==> src/rtl/shift_unit_iterative_if.sv <==
// Start/busy/done handshake bundle between the EX-stage control and the iterative shifter.
interface shift_unit_iterative_if #(
    parameter int DATA_WIDTH = 32
);
    logic                  Start;
    logic [1:0]            ShiftType;
    logic [DATA_WIDTH-1:0] DataInput;
    logic [DATA_WIDTH-1:0] ShamtInput;
    logic                  Busy;
    logic                  Done;
    logic [DATA_WIDTH-1:0] ShiftResult;

    modport master (
        output Start,
        output ShiftType,
        output DataInput,
        output ShamtInput,
        input  Busy,
        input  Done,
        input  ShiftResult
    );

    modport slave (
        input  Start,
        input  ShiftType,
        input  DataInput,
        input  ShamtInput,
        output Busy,
        output Done,
        output ShiftResult
    );
endinterface

==> src/rtl/shift_unit_iterative.sv <==
// Iterative SLL/SRL/SRA shifter, one bit per cycle; define SHIFT_UNIT_RADIX4_EN to
// step by four bits while at least four remain.
module shift_unit_iterative #(
    parameter int DATA_WIDTH  = 32,
    parameter int SHAMT_WIDTH = 5
) (
    input logic                   clk,
    input logic                   reset,
    shift_unit_iterative_if.slave bus
);

    typedef enum logic [1:0] {
        ST_IDLE  = 2'b00,
        ST_SHIFT = 2'b01,
        ST_DONE  = 2'b10
    } state_t;

    localparam logic [1:0] SH_SLL = 2'b00;
    localparam logic [1:0] SH_SRL = 2'b01;
    localparam logic [1:0] SH_RSV = 2'b10;
    localparam logic [1:0] SH_SRA = 2'b11;

    localparam logic [SHAMT_WIDTH-1:0] CNT_ZERO = {SHAMT_WIDTH{1'b0}};
    localparam logic [SHAMT_WIDTH-1:0] CNT_ONE  = SHAMT_WIDTH'(1);
`ifdef SHIFT_UNIT_RADIX4_EN
    localparam logic [SHAMT_WIDTH-1:0] CNT_FOUR = SHAMT_WIDTH'(4);
`endif

    state_t                  state_r,  state_s;
    logic [SHAMT_WIDTH-1:0]  count_r,  count_s;
    logic [DATA_WIDTH-1:0]   work_r,   work_s;
    logic [1:0]              kind_r,   kind_s;
    logic [DATA_WIDTH-1:0]   result_r, result_s;
    logic                    busy_r,   busy_s;
    logic                    done_r,   done_s;

    // Upper shamt bits arrive from the zero-extend stage but carry no meaning here.
    logic unused_shamt_high_s;
    assign unused_shamt_high_s = ^bus.ShamtInput[DATA_WIDTH-1:SHAMT_WIDTH];

    function automatic logic [DATA_WIDTH-1:0] shift_by_one(
        input logic [DATA_WIDTH-1:0] data,
        input logic [1:0]            kind
    );
        logic [DATA_WIDTH-1:0] res;
        case (kind)
            SH_SLL:  res = {data[DATA_WIDTH-2:0], 1'b0};
            SH_SRL:  res = {1'b0, data[DATA_WIDTH-1:1]};
            SH_SRA:  res = {data[DATA_WIDTH-1], data[DATA_WIDTH-1:1]};
            default: res = data;
        endcase
        return res;
    endfunction

`ifdef SHIFT_UNIT_RADIX4_EN
    function automatic logic [DATA_WIDTH-1:0] shift_by_four(
        input logic [DATA_WIDTH-1:0] data,
        input logic [1:0]            kind
    );
        logic [DATA_WIDTH-1:0] res;
        case (kind)
            SH_SLL:  res = {data[DATA_WIDTH-5:0], 4'b0000};
            SH_SRL:  res = {4'b0000, data[DATA_WIDTH-1:4]};
            SH_SRA:  res = {{4{data[DATA_WIDTH-1]}}, data[DATA_WIDTH-1:4]};
            default: res = data;
        endcase
        return res;
    endfunction
`endif

    // Next-state, datapath and next-output logic; Busy/Done are computed one edge early
    // so that both outputs come straight from flops.
    always_comb begin
        state_s  = state_r;
        count_s  = count_r;
        work_s   = work_r;
        kind_s   = kind_r;
        result_s = result_r;
        busy_s   = 1'b0;
        done_s   = 1'b0;
        case (state_r)
            ST_IDLE: begin
                if (bus.Start) begin
                    work_s = bus.DataInput;
                    kind_s = bus.ShiftType;
                    if (bus.ShiftType == SH_RSV) begin
                        count_s = CNT_ZERO;
                    end else begin
                        count_s = bus.ShamtInput[SHAMT_WIDTH-1:0];
                    end
                    if (count_s == CNT_ZERO) begin
                        state_s  = ST_DONE;
                        result_s = bus.DataInput;
                        done_s   = 1'b1;
                    end else begin
                        state_s = ST_SHIFT;
                        busy_s  = 1'b1;
                    end
                end else begin
                    state_s = ST_IDLE;
                end
            end
            ST_SHIFT: begin
`ifdef SHIFT_UNIT_RADIX4_EN
                if (count_r >= CNT_FOUR) begin
                    work_s  = shift_by_four(work_r, kind_r);
                    count_s = count_r - CNT_FOUR;
                end else begin
                    work_s  = shift_by_one(work_r, kind_r);
                    count_s = count_r - CNT_ONE;
                end
`else
                work_s  = shift_by_one(work_r, kind_r);
                count_s = count_r - CNT_ONE;
`endif
                if (count_s == CNT_ZERO) begin
                    state_s  = ST_DONE;
                    result_s = work_s;
                    done_s   = 1'b1;
                end else begin
                    state_s = ST_SHIFT;
                    busy_s  = 1'b1;
                end
            end
            ST_DONE: begin
                state_s = ST_IDLE;
            end
            default: begin
                state_s = ST_IDLE;
            end
        endcase
    end

    // State, datapath and output registers with synchronous reset.
    always_ff @(posedge clk) begin
        if (reset) begin
            state_r  <= ST_IDLE;
            count_r  <= CNT_ZERO;
            work_r   <= {DATA_WIDTH{1'b0}};
            kind_r   <= SH_SLL;
            result_r <= {DATA_WIDTH{1'b0}};
            busy_r   <= 1'b0;
            done_r   <= 1'b0;
        end else begin
            state_r  <= state_s;
            count_r  <= count_s;
            work_r   <= work_s;
            kind_r   <= kind_s;
            result_r <= result_s;
            busy_r   <= busy_s;
            done_r   <= done_s;
        end
    end

    assign bus.Busy        = busy_r;
    assign bus.Done        = done_r;
    assign bus.ShiftResult = result_r;

endmodule

==> src/flat_wrapper.sv <==
// flat-port wrapper written by rule: the top's interface ports become plain ports
module shift_unit_iterative_flat 
#(
    parameter int DATA_WIDTH  = 32,
    parameter int SHAMT_WIDTH = 5
)
  (clk, reset, bus_Start, bus_ShiftType, bus_DataInput, bus_ShamtInput, bus_Busy, bus_Done, bus_ShiftResult);
  shift_unit_iterative_if #(.DATA_WIDTH(DATA_WIDTH)) bus_i ();
  input logic clk;
  input logic reset;
  input wire logic [$bits(bus_i.Start)-1:0] bus_Start;
  input wire logic [$bits(bus_i.ShiftType)-1:0] bus_ShiftType;
  input wire logic [$bits(bus_i.DataInput)-1:0] bus_DataInput;
  input wire logic [$bits(bus_i.ShamtInput)-1:0] bus_ShamtInput;
  output wire logic [$bits(bus_i.Busy)-1:0] bus_Busy;
  output wire logic [$bits(bus_i.Done)-1:0] bus_Done;
  output wire logic [$bits(bus_i.ShiftResult)-1:0] bus_ShiftResult;
  assign bus_i.Start = bus_Start;
  assign bus_i.ShiftType = bus_ShiftType;
  assign bus_i.DataInput = bus_DataInput;
  assign bus_i.ShamtInput = bus_ShamtInput;
  assign bus_Busy = bus_i.Busy;
  assign bus_Done = bus_i.Done;
  assign bus_ShiftResult = bus_i.ShiftResult;
  shift_unit_iterative #(.DATA_WIDTH(DATA_WIDTH), .SHAMT_WIDTH(SHAMT_WIDTH)) u_core (.clk(clk), .reset(reset), .bus(bus_i));
endmodule
==> config.mk <==
export PLATFORM = sky130hd
export DESIGN_NAME = shift_unit_iterative_flat
export DESIGN_NICKNAME = d
export VERILOG_FILES = /design/src/rtl/shift_unit_iterative_if.sv /design/src/rtl/shift_unit_iterative.sv /design/src/flat_wrapper.sv
export SDC_FILE = /design/constraint.sdc
export NUM_CORES = 1
export LEC_CHECK = 0
export CAP_MARGIN = 20
export CELL_PAD_IN_SITES_DETAIL_PLACEMENT = 2
export CELL_PAD_IN_SITES_GLOBAL_PLACEMENT = 2
export CORE_ASPECT_RATIO = 0.9
export CORE_UTILIZATION = 26
export DETAILED_ROUTE_END_ITERATION = 10
export PLACE_DENSITY = 0.85
export SLEW_MARGIN = 10
export SYNTH_ARGS = -nofsm -noshare
export SYNTH_HDL_FRONTEND = slang
export SYNTH_SLANG_ARGS = --single-unit
==> constraint.sdc <==
create_clock -name clk -period 1.7 [get_ports clk]
set_input_delay 0.34 -clock clk [delete_from_list [all_inputs] [get_ports clk]]
set_output_delay 0.34 -clock clk [all_outputs]
set_load 0.02 [all_outputs]
==> results of run 1 <==
==> routing by layer <==
layer  GRT usage [%]  routed length (um)
met2            35.9                7950
met4            6.11                 290
met1            21.3                6110
met3            3.41                 398
met5               0                   0
==> sequential cells by signal (all words and copies together) (netlist names) <==
name,flops
u_core.bus.Busy,1
u_core.bus.Done,1
u_core.count_r,5
u_core.kind_r,2
u_core.work_r,32
u_core.bus.ShiftResult,32
==> final cells by class <==
type | count | area share (%)
multi-input combinational | 362 | 43.3
timing repair buffer | 121 | 21.4
inverter | 5 | 0.366
clock buffer | 13 | 4.82
clock inverter | 2 | 0.603
sequential | 73 | 25.3
tap | 198 | 4.26
==> repair_timing <==
| item | CTS | global route |
|---|---|---|
| buffers inserted | 2 | 6 |
| pin swaps | 1 | 3 |
| setup endpoints to repair | 36 | 36 |
| cloned | 2 | 0 |
| gates resized for setup | 20 | 37 |
==> cell families (layout without fill, tap and decap cells) <==
family / Yosys count / count (layout) / synth area share [%]
and+or+nand+nor: 207 / 207 / 26.4
AOI/OAI and AO/OA: 88 / 88 / 14.9
DFF: 73 / 73 / 36.7
muxes: 63 / 63 / 15.8
buffers and inverters: 44 / 141 / 5.18
adders and majority gates: 2 / 2 / 0.628
xor gates and xnor gates: 2 / 2 / 0.440
==> Yosys cell counts <==
cell type / number
a211oi_1: 32
a21bo_2: 1
a21oi_1: 7
a221oi_1: 1
a22oi_1: 1
a22oi_4: 1
a41oi_1: 1
and2_1: 31
buf_2: 9
buf_4: 1
buf_6: 3
clkbuf_1: 25
clkbuf_4: 1
dfxtp_1: 73
ha_1: 2
inv_1: 5
mux2i_1: 63
nand2_1: 37
nand2b_1: 3
nand3_1: 1
nand3b_1: 1
nor2_1: 38
nor2_2: 1
nor2b_1: 31
nor3_1: 60
nor3_2: 2
nor3b_2: 1
o211a_1: 1
o211ai_1: 6
o21ai_0: 31
o21ai_1: 1
o21ai_2: 1
o21ba_2: 1
o221a_2: 1
o22ai_1: 1
o311ai_0: 1
or4_4: 1
xnor2_1: 1
xor2_1: 1
==> worst max path at each step <==
stage	endpoint	slack [ps]	cells past startpoint	start
final	u_core.bus.ShiftResult[11]$_SDFFE_PP0P_	-5	7	u_core.count_r[0]$_SDFFE_PP0P_
after global placement	u_core.bus.ShiftResult[31]$_SDFFE_PP0P_	-330	6	bus_ShamtInput[1]
after global routing	u_core.bus.ShiftResult[11]$_SDFFE_PP0P_	-50	7	u_core.count_r[0]$_SDFFE_PP0P_
after CTS	u_core.bus.ShiftResult[2]$_SDFFE_PP0P_	-30	7	u_core.count_r[1]$_SDFFE_PP0P_
after floorplan	u_core.bus.ShiftResult[10]$_SDFFE_PP0P_	7	7	u_core.count_r[0]$_SDFFE_PP0P_
after detailed placement	u_core.bus.ShiftResult[20]$_SDFFE_PP0P_	-420	6	bus_ShamtInput[1]
==> worst reg2reg max path: stages (launching register included) <==
cell and delay [ps]:
dfxtp_2 330, buf_6 120, nor3_4 210, xnor2_2 150
a22oi_4 310, buf_6 180, buf_16 130, mux2i_2 210
==> power breakdown <==
group          switching [mW]  leakage, nW  internal [mW]
sequential              0.165        0.602           1.87
combinational           0.774         1.51          0.690
clock                   0.746        0.158           1.29
total                    1.68         2.27           3.85
==> out/metrics.csv, run 1 <==
metric;value;unit
ios;103;
first_iter_violations;130;
grt_start_max_net_pins;49;
drive_gt1_share;18.8;%
fmax;586;MHz
post-dp-hpwl;9420;um
timing.final.crit_share;100;%
wl;14800;um
grt_setup_unrepaired;yes;
violations;setup timing;
slew_headroom;63.5;%
finalHoldViolations;0;
place_congestion;0.787;
cts_root_buf;clkbuf_16;
power_density;952;mW/mm^2
grt_pass1_wl;23500;um
place_area;0.00517;sq mm
h-tree-depth;3;
path_class;reg2reg;
ant_nets;0;
synth_fp_nets;550;
portBuffers;75;
crit_top_cell;buf_6;
cts_made_buffers;9;
yosysTopAreaCell;dfxtp_1;
cp-end-kind;register;
maxCapViolCount;0;
hold_depth;3;
critical_path_arrival;1970;ps
clkTransAtPathRegs;60;ps
core_area;0.0148;sq mm
timing.final.ws_setup;-5.20;ps
rrSetupSlack;-5;ps
whs;411;ps
overflow;0;
critPathBufInv;3;
die_area;0.0158;sq mm
total_power;5.53;mW
nets;643;
dp.cells;749;
antenna_cells;0;
die_y;119;um
setup_viol;2;
fin_util;39.2;%
path_cells;buf_6 > nor3_4 > xnor2_2 > a22oi_4 > buf_6 > buf_16 > mux2i_2;
cp_slowest_stage_delay;330;ps
drc;0;
cts_tree;built;
cts.path.max_buffers;2;
dr.pass1.iters;4;
cp_slowest_cell;dfxtp_2;
via_per_inst;5.05;
setup.worst_path.start_class;register;
finalWorstPathRequiredPeriod;1710;ps
wl_per_cell;19.1;um
power_leakage;2.27;nW
final_cell_mix;clkdlybuf4s50_1 (68), dfxtp_1 (68), mux2i_1 (59);
gr-usage-all-layers;19.0;%
final_cell_area;0.00581;sq mm
ys_seq_elements;73;
reg2reg_depth;7;
yosysWarnings;0;
netlist_instances;479;
ys_types;39;
slew_violations;0;
route.vias.total;3911;
syn-mean-instance-area;8.32;sq um
netlist_area;0.00398;sq mm
reg2reg_to;u_core.bus.ShiftResult[11]$_SDFFE_PP0P_;
preCtsSetupSlack;-416;ps
crit_required;1960;ps
status;finished, violations left;
hp-start;bus_ShamtInput[1];
fin_skew;8.43;ps
numClockSinks;73;
die_w;132;um
final_cells;774;
critical-path-top-delay-family;buffers and inverters;
rows;42;
fillers;1617;
multi_input_area;0.00251;sq mm
holdBufCountCts;0;
grt_pass1_vias;4416;
min_path_type;in2reg;
ir_drop;0.559;mV
antenna_found_initial;0;
register_area;0.00147;sq mm
finalSetupTns;-8.35;ps
reg2reg_from;u_core.count_r[0]$_SDFFE_PP0P_;
synthTopCellsByArea;dfxtp_1 (37%), mux2i_1 (16%), nor3_1 (7.5%);
tightestPinTransition;541;ps
area_growth;45.9;%
path_max_fanout;5;
netlist.area_leader.share;36.7;%
seq_area_frac_synth;36.7;%
initial_utilization;26.9;%
min_to;u_core.count_r[1]$_SDFFE_PP0P_;
clock_latency;340;ps
Note: power is estimated with default switching activity, not from simulation.
==> run 2: changes to the inputs <==
CTS_BUF_LIST = sky130_fd_sc_hd__clkbuf_2 sky130_fd_sc_hd__clkbuf_4 sky130_fd_sc_hd__clkbuf_8   (was default)
==> run 2 against run 1 <==
The run now ends clean. Sequential share of layout area up 0.73 points. Clock power fell by 27%. Sequential cell count stayed put. Die area unchanged. Critical path type is now in2reg. Critical endpoint is now u_core.bus.ShiftResult[9]$_SDFFE_PP0P_. Highest routed layer unchanged.
==> out/metrics.csv, run 2 (synthesis gave the netlist of run 1 again) <==
metric;value;unit
critical-path-top-delay-family;buffers and inverters;
path_class;in2reg;
place_congestion;0.787;
min_path_type;reg2reg;
drive_gt1_share;17.6;%
clkTransAtPathRegs;80;ps
dr.pass1.iters;4;
slew_headroom;69.0;%
cp-end-kind;register;
crit_required;1940;ps
finalSetupTns;0;ps
drc;0;
antenna_found_initial;0;
numClockSinks;73;
hp-start;u_core.bus.ShiftResult[4]$_SDFFE_PP0P_;
status;completed;
setup.worst_path.start_class;input pin;
reg2reg_from;u_core.count_r[1]$_SDFFE_PP0P_;
die_area;0.0158;sq mm
grt_setup_unrepaired;yes;
initial_utilization;26.9;%
critPathBufInv;3;
finalWorstPathRequiredPeriod;1700;ps
portBuffers;75;
cts.path.max_buffers;2;
h-tree-depth;3;
fin_skew;8.97;ps
critical_path_arrival;1940;ps
route.vias.total;3836;
core_area;0.0148;sq mm
power_density;875;mW/mm^2
clock_latency;360;ps
gr-usage-all-layers;18.4;%
cp_slowest_stage_delay;460;ps
antenna_cells;0;
fin_util;38.1;%
cts_tree;built;
ant_nets;0;
rrSetupSlack;20;ps
ir_drop;0.379;mV
die_y;119;um
via_per_inst;4.97;
grt_pass1_wl;22800;um
reg2reg_to;u_core.bus.ShiftResult[9]$_SDFFE_PP0P_;
timing.final.crit_share;99.8;%
area_growth;41.6;%
wl_per_cell;18.5;um
die_w;132;um
ios;103;
cts_root_buf;clkbuf_8;
path_cells;clkdlybuf4s50_1 > or4_4 > o21ai_4 > a22oi_4 > buf_6 > buf_12 > mux2i_2;
path_max_fanout;5;
cp_slowest_cell;or4_4;
min_to;u_core.bus.ShiftResult[4]$_SDFFE_PP0P_;
worstSetupPathDepth;7;
rows;42;
final_cells;772;
dp.cells;749;
fmax;589;MHz
reg2reg_depth;7;
cts_made_buffers;9;
finalHoldViolations;0;
maxCapViolCount;0;
wl;14300;um
slew_violations;0;
hold_depth;2;
grt_start_max_net_pins;49;
tightestPinTransition;459;ps
post-dp-hpwl;9420;um
overflow;0;
final_cell_mix;dfxtp_1 (68), mux2i_1 (60), nor3_1 (59);
setup_viol;0;
grt_pass1_vias;4275;
power_leakage;2.36;nW
final_common_cell;dfxtp_1;
nets;641;
first_iter_violations;117;
-- run 2: cell types whose count changed in the layout (fill, tap and decap cells not counted), moves of 2 or more --
cell,change
clkdlybuf4s50_1,-10
buf_4,-2
a211oi_2,-3
a211oi_1,+3
clkbuf_16,-9
dlygate4sd2_1,+2
clkbuf_8,+9
dlymetal6s2s_1,+8
-- run 2: how the worst max path moves through the flow --
stage                                              start                                      end
after floorplan           u_core.count_r[0]$_SDFFE_PP0P_  u_core.bus.ShiftResult[10]$_SDFFE_PP0P_
after global placement                 bus_ShamtInput[1]  u_core.bus.ShiftResult[31]$_SDFFE_PP0P_
after CTS                 u_core.count_r[0]$_SDFFE_PP0P_  u_core.bus.ShiftResult[12]$_SDFFE_PP0P_
final                                  bus_ShamtInput[1]   u_core.bus.ShiftResult[9]$_SDFFE_PP0P_
after detailed placement               bus_ShamtInput[1]  u_core.bus.ShiftResult[20]$_SDFFE_PP0P_
after global routing      u_core.count_r[1]$_SDFFE_PP0P_   u_core.bus.ShiftResult[3]$_SDFFE_PP0P_
-- run 2: routing by layer --
layer | wire, um | global-route usage, %
met1 | 6080 | 20.8
met2 | 7590 | 34.4
met3 | 428 | 3.92
met4 | 223 | 5.24
met5 | 0 | 0
-- run 2: where the power goes --
| group | internal, mW | switching [mW] |
|---|---|---|
| Combinational | 0.667 | 0.749 |
| Sequential | 1.87 | 0.158 |
| Clock | 0.829 | 0.663 |
-- run 2: metrics by stage --
stage	setup WS [ps]	hold slack [ps]	power, mW	instance area, sq um
floorplan	6.65	449	2.78	3980
global placement	-334	447	3.24	5170
detailed placement	-416	461	3.33	5170
CTS	5.56	473	4.91	5520
global route	-42.3	488	5.18	5640
finish	3.54	465	4.93	5640
-- run 2: layout make-up --
type	instances	area (sq um)
repair buffers	119	1230
multi-input cells	362	2460
fillers	1633	9180
well taps	198	248
inverters	5	21.3
flip-flops and latches	73	1470
clock buffers	13	179
clock inverters	2	35.0
-- run 2: tightest hold or removal path: cells and delay by family, from the launching register on --
family	cells	cell delay (ps)
simple gates	1	50
mux	1	60
flops	1	310
-- run 2: what timing repair did --
action / in CTS / in global routing
hold buffers: 0 / 0
pin swaps: 4 / 5
buffers inserted: 6 / 1
gates cloned: 2 / 0
resized for setup: 23 / 34
endpoints found under the setup margin: 38 / 45
==> edit 1: new RTL, flow settings as in run 2 <==
Encoding of `state_t`: now one-hot (3 bits for 3 states).
--- a/src/rtl/shift_unit_iterative.sv
+++ b/src/rtl/shift_unit_iterative.sv
@@ -9,10 +9,10 @@
     shift_unit_iterative_if.slave bus
 );
 
-    typedef enum logic [1:0] {
-        ST_IDLE  = 2'b00,
-        ST_SHIFT = 2'b01,
-        ST_DONE  = 2'b10
+    typedef enum logic [2:0] {
+        ST_IDLE  = 3'b001,
+        ST_SHIFT = 3'b010,
+        ST_DONE  = 3'b100
     } state_t;
 
     localparam logic [1:0] SH_SLL = 2'b00;
Behaviour: no difference found for any inputs over 10 cycles, from zero or initial values and one cycle with reset high; not proved beyond that.
==> edit 1 against run 2 <==
  * The run now ends with setup timing left
  * Die area up 2.0%
  * Largest cell class unchanged
  * Critical path type is now reg2reg
  * Final area up 8.9%
  * Global-route usage up 0.38 points
  * Sequential cell count up 1
  * Clock power down 8%
  * Synthesized cell count up 3.3%
  * Sequential share of layout area down 1.8 points
  * Hold slack worse by 0.0043 ns
  * Total power up 6.7%
  * Area after synthesis up 2.0%
  * Setup slack worse by 0.30 ns
  * Clock skew up 0.0028 ns
  * Routed wire length up 15%
==> edit 1: results (changes against run 2) <==
- Status: finished with violations
- Failing checks: setup timing
- Share of cells above drive strength 1: 23.2% (+5.6 points)
- Mapped Nets: 566 (+2.9%)
- CP delay by family, top: compound AO/OA/AOI/OAI gates
- Overall routing resource usage: 18.8% (+0.38 points)
- XOR/XNOR share of the synthesized area: 0.216% (-0.22 points)
- # nets final: 661 (+3.1%)
- Vias in the first global route: 4377 (+2.4%)
- Clk_skew: 0.0118 ns (+0.00283 ns)
- Routability cong.: 0.804 (+2.2%)
- Clock share of power: 26.1% (-4.1 points)
- Initial DRC count: 242 (+110%)
- Clock-cell share of area: 3.10% (-0.70 points)
- Seq area share: 24.3% (-1.8 points)
- Post-CTS Setup Bufs: 7 (+1)
- Post-synthesis adder-cell area fraction: 0.616% (-0.012 points)
- Invs w/o clock: 7 (+2)
- HP Start: u_core.bus.ShiftResult[7]
- Complex-gate fraction of the synthesized area: 15.5% (+0.63 points)
- Peak VDD IR: 0.544 mV (+43%)
- Crit path launch: u_core.count_r[1]
- Worst skew pair latency: 0.38 ns (+0.02 ns)
- Seq. cell area: 1490 µm² (+1.4%)
- Critical Path Max Stage Delay: 0.34 ns (-0.12 ns)
- FILL cells: 1601 (-2.0%)
- Non-clk bufs: 127 (+6.7%)
- Dpl cells: 760 (+1.5%)
- Multi-In Gates: 371 (+2.5%)
- Area contributors post-synth: dfxtp_1 36%, mux2i_1 15%, nor3_1 7.4%
- Setup ws final: -0.292 ns (-0.295 ns)
- Synth top cells by count: 74 x dfxtp_1, 62 x mux2i_1, 60 x nor3_1, 41 x nand2_1, 36 x o21ai_0
- Crit-path max FO: 8 (+3)
- Routed length per instance: 20.8 µm (+12%)
- Leakage: 0.00241 µW (+2.4%)
- Worst slew margin: 56.4% (-13 points)
- Distinct cells, synth: 38 (-2.6%)
- Post-DP Area: 5230 µm² (+1.2%)
- Slowest CP cell: dfxtp_2
- Multi-input combinational area share: 45.4% (+1.8 points)
- Final HPWL DP: 9140 µm (-2.9%)
- Final setup fails: 35 (+35)
- Gate Count Post-Synth: 495 (+3.3%)
- Hold Path Sink: u_core.bus.ShiftResult[7]
edit 1: cell count changes after synthesis, sizes merged, moves of 2 or more:
cell / delta
a22oi: -2
a311oi: +2
a31oi: +3
clkbuf: +4
inv: +2
nand2: +4
nand3: +2
nor2: -6
nor3: -2
nor4: +3
o21ai: +3
edit 1: metal layers:
layer  vias up  GRT usage (%)  wire, µm
li1       1942              -         -
met1      2063           20.3      6820
met2        85           35.5      8720
met3        25           4.44       575
met4         0           6.25       374
met5         -              0         0
edit 1: cells by family after synthesis:
group                      Yosys count
AOI/OAI and AO/OA                   96
xor gates and xnor gates             1
adders and majority gates            2
buffers and inverters               50
DFF                                 74
muxes                               62
and+or+nand+nor                    210
edit 1: tightest hold or removal path: stages (launching register included):
cell,delay [ns]
dfxtp_1,0.31
nand2_1,0.05
mux2i_1,0.05
==> edit 2: new RTL, settings of run 2 <==
Made on the original files. `DATA_WIDTH` is set to 32 in 3 places; all go to 24.
--- a/src/rtl/shift_unit_iterative_if.sv
+++ b/src/rtl/shift_unit_iterative_if.sv
@@ -1,6 +1,6 @@
 // Start/busy/done handshake bundle between the EX-stage control and the iterative shifter.
 interface shift_unit_iterative_if #(
-    parameter int DATA_WIDTH = 32
+    parameter int DATA_WIDTH = 24
 );
     logic                  Start;
     logic [1:0]            ShiftType;
--- a/src/rtl/shift_unit_iterative.sv
+++ b/src/rtl/shift_unit_iterative.sv
@@ -1,7 +1,7 @@
 // Iterative SLL/SRL/SRA shifter, one bit per cycle; define SHIFT_UNIT_RADIX4_EN to
 // step by four bits while at least four remain.
 module shift_unit_iterative #(
-    parameter int DATA_WIDTH  = 32,
+    parameter int DATA_WIDTH  = 24,
     parameter int SHAMT_WIDTH = 5
 ) (
     input logic                   clk,
--- a/src/flat_wrapper.sv
+++ b/src/flat_wrapper.sv
@@ -1,7 +1,7 @@
 // flat-port wrapper written by rule: the top's interface ports become plain ports
 module shift_unit_iterative_flat 
 #(
-    parameter int DATA_WIDTH  = 32,
+    parameter int DATA_WIDTH  = 24,
     parameter int SHAMT_WIDTH = 5
 )
   (clk, reset, bus_Start, bus_ShiftType, bus_DataInput, bus_ShamtInput, bus_Busy, bus_Done, bus_ShiftResult);
Ports: changed (resized bus_DataInput, bus_ShamtInput and bus_ShiftResult); port bits go from 103 to 79. The function was not compared with the original's and may differ.
==> edit 2 against run 2 <==
  * The flow now finishes with violations (setup timing)
  * Register-to-register slack worse by 0.26 ns
  * Clock power fell by 15%
  * First-iteration DRC count shrank 13%
  * Area after synthesis fell by 19%
  * Setup slack got worse by 0.24 ns
  * Total power fell by 19%
  * Routed wire length shrank 25%
  * Sequential cell count fell by 16
  * Sequential share of layout area fell by 0.87 points
  * Final area is 19% lower
  * Sequential power down 23%
  * Synthesized cell count decreased by 26%
  * Final cell count decreased by 23%
  * Global-route usage is 1.3 points lower
  * Largest cell class unchanged
==> edit 2: results (changes against run 2) <==
- Routability cong.: 0.755 (-4.1%)
- Setup_tns: -5.21 ns (-5.21 ns)
- Largest net degree at the start of global routing: 78 (+59%)
- Routed WL: 10700 µm (-25%)
- GR Util met1: 19.7% (-1.2 points)
- # nets final: 488 (-24%)
- Mux cell area share after synthesis: 18.3% (+2.4 points)
- M1 wire length: 4630 µm (-24%)
- Synth top cells by count: 57 x dfxtp_1, 31 x nand2_1, 30 x a21oi_1, 28 x nor2_1
- P_clk: 1260 µW (-15%)
- XOR/XNOR share of the synthesized area: 0.543% (+0.10 points)
- Complex-gate fraction of the synthesized area: 21.0% (+6.1 points)
- Mapped Nets: 411 (-25%)
- Distinct cells, synth: 36 (-7.7%)
- FILL cells: 1333 (-18%)
- M3 GR Usage: 3.65% (-0.26 points)
- Via count: 2973 (-22%)
- Worst slew margin: 68.2% (-0.80 points)
- Slowest CP cell: or3_4
- Seq/Total Area, Yosys: 35.4% (-1.3 points)
- Area contributors post-synth: dfxtp_1 35%, mux2_2 9.4%, mux2_4 7.9%
- Worst R2R Start: u_core.count_r[0]
- Wire length on met2: 5630 µm (-26%)
- Leakage: 0.00185 µW (-22%)
- Pre-CTS WS: -0.536 ns (-0.120 ns)
- Initial DRC count: 102 (-13%)
- Overall routing resource usage: 17.1% (-1.3 points)
- Switching part of the total: 31.2% (-0.62 points)
- Final setup fails: 24 (+24)
- Critical Path Max Stage Delay: 0.41 ns (-0.05 ns)
- Met3 routed WL: 320 µm (-25%)
- Failing checks: setup timing
- Global routing usage on met2: 31.8% (-2.7 points)
- First-pass GRT wire length: 17000 µm (-26%)
- Clk_skew: 0.00854 ns (-0.000434 ns)
- Share of cells above drive strength 1: 26.9% (+9.3 points)
- CP delay by family, top: simple AND/OR/NAND/NOR gates
- Status: finished with violations
- Vias in the first global route: 3273 (-23%)
- Clock-pin slew on the worst setup and hold paths: 0.06 ns (-0.02 ns)
- Setup ws final: -0.238 ns (-0.242 ns)
- Peak VDD IR: 0.443 mV (+17%)
-- edit 2: cell count changes after synthesis, moves of 8 or more --
cell	delta
a21oi_1	+23
nor2b_1	-8
nor2_1	-10
mux2_4	+17
nand2b_1	+22
mux2_2	+27
o211ai_1	+21
mux2i_1	-60
dfxtp_1	-16
and2_1	-29
a211oi_1	-31
a311oi_1	+22
nor3_1	-58
o21ai_0	-27
-- edit 2: through the flow --
stage                     std cells  power, µW  util, %  cell area [µm²]
after global routing            598       4230     37.6             4550
final                           598       4020     37.6             4550
after CTS                       597       4030     37.3             4500
after global placement          576       2610     34.9             4220
after floorplan                 356       2210        -             3240
after detailed placement        576       2680     34.9             4220
-- edit 2: how the worst min path moves through the flow --
stage	from	end	slack [ns]	depth (start not counted)
2_1_floorplan	u_core.work_r[23]	u_core.work_r[23]	0.44	2
3_3_place_gp	u_core.bus.ShiftResult[0]	u_core.bus.ShiftResult[0]	0.45	2
3_5_place_dp	u_core.bus.ShiftResult[0]	u_core.bus.ShiftResult[0]	0.46	2
4_1_cts	u_core.bus.ShiftResult[0]	u_core.bus.ShiftResult[0]	0.47	2
5_1_grt	reset	u_core.work_r[23]	0.51	3
6_report	u_core.work_r[23]	u_core.work_r[23]	0.49	2
-- edit 2: layout make-up --
class / instances / area share (%)
inverters: 6 / 0.495
clock inverters: 2 / 0.220
well taps: 160 / 4.40
multi-input cells: 263 / 44.0
clock buffers: 14 / 4.10
repair buffers: 96 / 21.7
flip-flops and latches: 57 / 25.2
-- edit 2: timing repair --
| item | in CTS | in global routing |
|---|---|---|
| gates resized for setup | 10 | 9 |
| buffers inserted | 4 | 1 |
| setup endpoints to repair | 28 | 33 |
| pin swaps | 2 | 1 |
| gates cloned | 1 | 0 |
